<file path="config.mk">
export PLATFORM = sky130hd
export DESIGN_NAME = addmax_seq_arb
export DESIGN_NICKNAME = d
export VERILOG_FILES = /design/src/rtl/addmax_seq_arb.sv
export SDC_FILE = /design/constraint.sdc
export NUM_CORES = 1
export LEC_CHECK = 0
export BUFFER_PORTS_ARGS = -buffer_cell sky130_fd_sc_hd__buf_2
export CORE_MARGIN = 1.5
export CORE_UTILIZATION = 50
export DETAILED_ROUTE_END_ITERATION = 7
export PLACE_DENSITY = 0.71
export SLEW_MARGIN = 20
export SYNTH_ARGS = -nofsm -noshare
export SYNTH_HDL_FRONTEND = slang
export SYNTH_SLANG_ARGS = --single-unit
</file>
<file path="constraint.sdc">
create_clock -name clk -period 12.5 [get_ports clk]
set_input_delay 3.75 -clock clk [delete_from_list [all_inputs] [get_ports clk]]
set_output_delay 3.75 -clock clk [all_outputs]
set_load 0.01 [all_outputs]
</file>
<file path="src/rtl/addmax_seq_arb.sv">
// Shared serial multi-operand add / abs-max reduction engine.
// An NREQ-way round-robin arbiter grants one requester per transaction.
module addmax_seq_arb #(
    parameter int N      = 23,
    parameter int NREQ   = 2,
    parameter int MAXOPS = 9,
    localparam int SW    = N + 4,
    localparam int IDW   = (NREQ > 1) ? $clog2(NREQ) : 1
) (
    input  logic                 clk,
    input  logic                 rst,
    input  logic [NREQ-1:0]      in_valid,
    output logic [NREQ-1:0]      in_ready,
    input  logic [NREQ*N-1:0]    in_data,
    input  logic [NREQ-1:0]      in_last,
    input  logic [NREQ-1:0]      in_op,
    output logic                 out_valid,
    input  logic                 out_ready,
    output logic [SW-1:0]        out_data,
    output logic [IDW-1:0]       out_id,
    output logic                 out_err
);

    localparam logic [1:0] IDLE   = 2'd0;
    localparam logic [1:0] ACCUM  = 2'd1;
    localparam logic [1:0] DRAIN  = 2'd2;
    localparam logic [1:0] RESULT = 2'd3;

    logic [1:0]     state;
    logic [IDW-1:0] g;
    logic [IDW-1:0] rr;
    logic [IDW-1:0] pick;
    logic           found;
    logic [SW-1:0]  acc;
    logic [3:0]     count;
    logic           err;
    logic           op;

    logic [N-1:0]   x;
    logic           sel_valid;
    logic           sel_last;
    logic           sel_op;
    logic           op_eff;
    logic           beat;
    logic [N:0]     xe;
    logic [N:0]     xabs;
    logic [SW-1:0]  abs_ext;
    logic [SW-1:0]  sext;
    logic [SW-1:0]  acc_next;

    // Round-robin pick: first valid requester at or after rr, wrapping.
    always_comb begin
        pick  = rr;
        found = 1'b0;
        for (int unsigned i = 0; i < NREQ; i++) begin
            int unsigned idx;
            idx = (32'(rr) + i) % 32'(NREQ);
            if (!found && in_valid[idx]) begin
                pick  = IDW'(idx);
                found = 1'b1;
            end
        end
    end

    always_comb begin
        x         = '0;
        sel_valid = 1'b0;
        sel_last  = 1'b0;
        sel_op    = 1'b0;
        in_ready  = '0;
        for (int unsigned i = 0; i < NREQ; i++) begin
            if (g == IDW'(i)) begin
                x         = in_data[i*N +: N];
                sel_valid = in_valid[i];
                sel_last  = in_last[i];
                sel_op    = in_op[i];
                if (state == ACCUM || state == DRAIN)
                    in_ready[i] = 1'b1;
            end
        end
    end

    assign out_valid = (state == RESULT);
    assign beat      = (state == ACCUM || state == DRAIN) && sel_valid;

    // |x| in N+1 bits so the most negative operand maps exactly.
    always_comb begin
        op_eff   = (count == 4'd0) ? sel_op : op;
        xe       = {x[N-1], x};
        xabs     = x[N-1] ? (~xe + 1'b1) : xe;
        abs_ext  = SW'(xabs);
        sext     = SW'(signed'(x));
        acc_next = op_eff ? ((acc > abs_ext) ? acc : abs_ext) : (acc + sext);
    end

    always_ff @(posedge clk) begin
        if (rst) begin
            state    <= IDLE;
            g        <= '0;
            rr       <= '0;
            acc      <= '0;
            count    <= '0;
            err      <= 1'b0;
            op       <= 1'b0;
            out_data <= '0;
            out_id   <= '0;
            out_err  <= 1'b0;
        end else begin
            case (state)
                IDLE: begin
                    if (|in_valid) begin
                        g     <= pick;
                        acc   <= '0;
                        count <= '0;
                        err   <= 1'b0;
                        state <= ACCUM;
                    end
                end
                ACCUM: begin
                    if (beat) begin
                        acc   <= acc_next;
                        count <= count + 4'd1;
                        if (count == 4'd0)
                            op <= sel_op;
                        if (sel_last) begin
                            state    <= RESULT;
                            out_data <= acc_next;
                            out_id   <= g;
                            out_err  <= 1'b0;
                        end else if (count + 4'd1 == 4'(MAXOPS)) begin
                            err   <= 1'b1;
                            state <= DRAIN;
                        end
                    end
                end
                DRAIN: begin
                    if (beat && sel_last) begin
                        state    <= RESULT;
                        out_data <= acc;
                        out_id   <= g;
                        out_err  <= err;
                    end
                end
                RESULT: begin
                    if (out_ready) begin
                        rr    <= (g == IDW'(NREQ - 1)) ? '0 : g + 1'b1;
                        state <= IDLE;
                    end
                end
                default: state <= IDLE;
            endcase
        end
    end

endmodule
</file>
==> out/results.ini <==
[setup_path]
cp_top_family=simple AND/OR/NAND/NOR gates
timing.rr.start=g
rr_worst_depth=19
crit_path_end_kind=flip-flop
crit_chain=buf_2 -> or4b_1 -> a2bb2o_1 -> or3b_1 -> o41ai_2 -> xnor2_1 -> ha_1 -> nand3_1 -> nor4_4 -> nand4_1 -> o211ai_1 -> and2_1 -> buf_4 -> or2_0 -> nor3_1 -> a2111oi_0 -> nor3_1
path_max_fanout=26
cp.arrival_ps=8940
timing.rr.end=out_data[13]
path_buf_inv=2
critical_path_class=in -> reg
crit_top_cell=nor3_1
max_stage_delay_ps=580
required_ps=12670
slowest_stage=and2_1
start_kind=primary input
reg2reg_slack_ps=6390

[final_layout]
areaGrowthSynthToFinish_pct=12.7
final_cell_mix=buf_2 (86), a21oi_1 (78), nor2_1 (74)
n_antenna_cell=0
layout.nets=986
drive_gt1_share_pct=16.0
utilization_pct=57.9
final_common_cell=buf_2

[floorplan]
fp.dieH_um=114
die_x_um=114
core_um2=12100
rows=40
die_area_um2=13100
io_pins=87
start_util_pct=51.3

[logic_synthesis]
synthesis.nets=924
yosysWarnings=0
yosys.area.top_type=dfxtp_1
synth_area_leaders=dfxtp_1 (21%), ha_1 (12%), a21oi_1 (6.3%)
ys_ff_latch=66
synth_cell_types=78
syn_avg_cell_area_um2=7.66
async_flop_share_pct=0
synth-seq-area-share_pct=21.3
synth_edf_count=0
synth_area_um2=6190
yosysTopAreaCellShare_pct=21.3
synth_cells=809
synth_flop_cell=dfxtp_1

[clock_network]
h-tree-depth=3
post_cts_buffers=0
clock-root-buffer=clkbuf_16
cts_tree=yes
clock-sinks=66
cts.hold.buffers_added=0
clock_path_buffers=2
numCtsBuffers=9
worstSkewPairLatency_ps=330
clkSlewWorstSetupHoldPaths_ps=50
cts.repair.resized=0

[detailed_routing]
wirelength_um=19600
ant_nets=0
met3_wirelength_um=1470
vias=6561
met2WireLength_um=8710
wl_met1_um=9090
initialDrtViolationCount=481
drcViolationCount=0
highest_layer=met4
drtPass1Iterations=5
viasPerCell=6.28
wire_per_inst_um=18.7

[global_route]
grt_usage_pct=30.1
grt_pass1_wl_um=30800
grt_overflow=0
antenna_found_initial=0
grt_pass1_vias=6003
grt_max_degree=54

[sta]
grt_setup_unrepaired=no
finalMaxSlewViolations=0
fin_crit_sh_pct=70.1
hold_viol=0
fmax_mhz=114
final.setup.tns_ps=0
finalSetupViolations=0
fin_crit_ps=8770
tightest_slew_ps=883
fin_skew_ps=3.60
slew_headroom_pct=40.7

[run]
drv_cap=0

[power]
ir_drop_mv=0.0570
power.density_nw_per_um2=142
leakage_nw=2.94

[place]
dpl.hpwl_um=15200
port-buffer-count=86
gp_congestion=0.927

[min_path]
hold_depth=2
hp-class=reg -> reg
holdPathEnd=out_data[8]
min_from=out_data[8]

[outcome]
status=completed

metal layers:
layer  GRT usage [%]  up-vias
li1                -     3141
met1            41.9     3079
met2            48.2      312
met3            4.82       29
met4            8.42        0
met5               0        -
cell type report:
| class | instances | area, µm² |
|---|---|---|
| clock buffers | 13 | 250 |
| clock inverters | 3 | 15.0 |
| fillers | 1153 | 5080 |
| inverters | 32 | 120 |
| multi-input cells | 668 | 4570 |
| well taps | 168 | 210 |
| flip-flops and latches | 66 | 1320 |
| repair buffers | 94 | 490 |
synth_stat cells, drive strengths merged, types with 10 or more instances:
cell type	instances
ha	59
o211ai	10
nor2	75
a211oi	22
xnor2	27
buf	12
a21oi	79
a21o	12
o221ai	11
xor2	16
o21ai	61
nor3	28
nand3	15
clkbuf	31
mux2i	17
inv	32
a22o	10
dfxtp	66
nand2	66
mux2	16
report_power, final:
part / total (mW) / switching (mW) / internal, mW
clock network: 0.226 / 0.0876 / 0.139
logic: 0.515 / 0.336 / 0.179
registers: 0.252 / 0.0204 / 0.231
total: 0.993 / 0.444 / 0.548
metrics by stage:
| step | area [µm²] | hold slack, ps | power, mW | instances | setup WS (ps) |
|---|---|---|---|---|---|
| final | 6980 | 452 | 0.993 | 1044 | 3730 |
| after global routing | 6980 | 476 | 1.05 | 1044 | 3460 |
| after CTS | 6980 | 455 | 0.983 | 1044 | 3810 |
| after detailed placement | 6710 | 448 | 0.757 | 1028 | 3500 |
| after global placement | 6710 | 440 | 0.745 | 1028 | 3650 |
| after floorplan | 6190 | 446 | 0.617 | 809 | 4580 |
sequential cells by signal (all words and copies together), names as in the netlist:
register and flops:
state 2, acc 27, out_id 1, out_err 1, count 4, out_data 27
rr 1, err 1, op 1, g 1
worst max-delay path by stage:
stage	from	to	slack (ps)	cells after the start
2_1_floorplan	in_data[25]	out_data[15]	4580	17
6_report	in_data[25]	out_data[13]	3730	17
3_3_place_gp	in_data[25]	out_data[13]	3650	17
4_1_cts	in_data[25]	out_data[13]	3810	17
3_5_place_dp	in_data[25]	out_data[13]	3500	17
5_1_grt	in_data[6]	out_data[13]	3460	17
worst register-to-register path: cells and delay by family, from the launching register on:
| family | cells | cell delay, ps |
|---|---|---|
| AND/OR/NAND/NOR | 8 | 2270 |
| multiplexers | 1 | 530 |
| adder cells (fa/ha/maj) | 2 | 460 |
| flip-flops | 1 | 310 |
| XOR/XNOR | 1 | 360 |
| AO/OA/AOI/OAI | 4 | 980 |
| buffers and inverters | 3 | 1070 |
kinds of logic (layout without fill, tap and decap cells):
logic type                 Yosys count  in the layout  synth area share [%]
AOI/OAI and AO/OA                  281            281                  29.9
xor gates and xnor gates            43             43                  6.08
adders and majority gates           60             60                  12.2
buffers and inverters               75            142                  4.89
DFF                                 66             66                  21.3
muxes                               33             33                  5.66
other                                1              1                0.0605
and+or+nand+nor                    250            250                  19.8
Note: power is estimated with default switching activity, not from simulation.
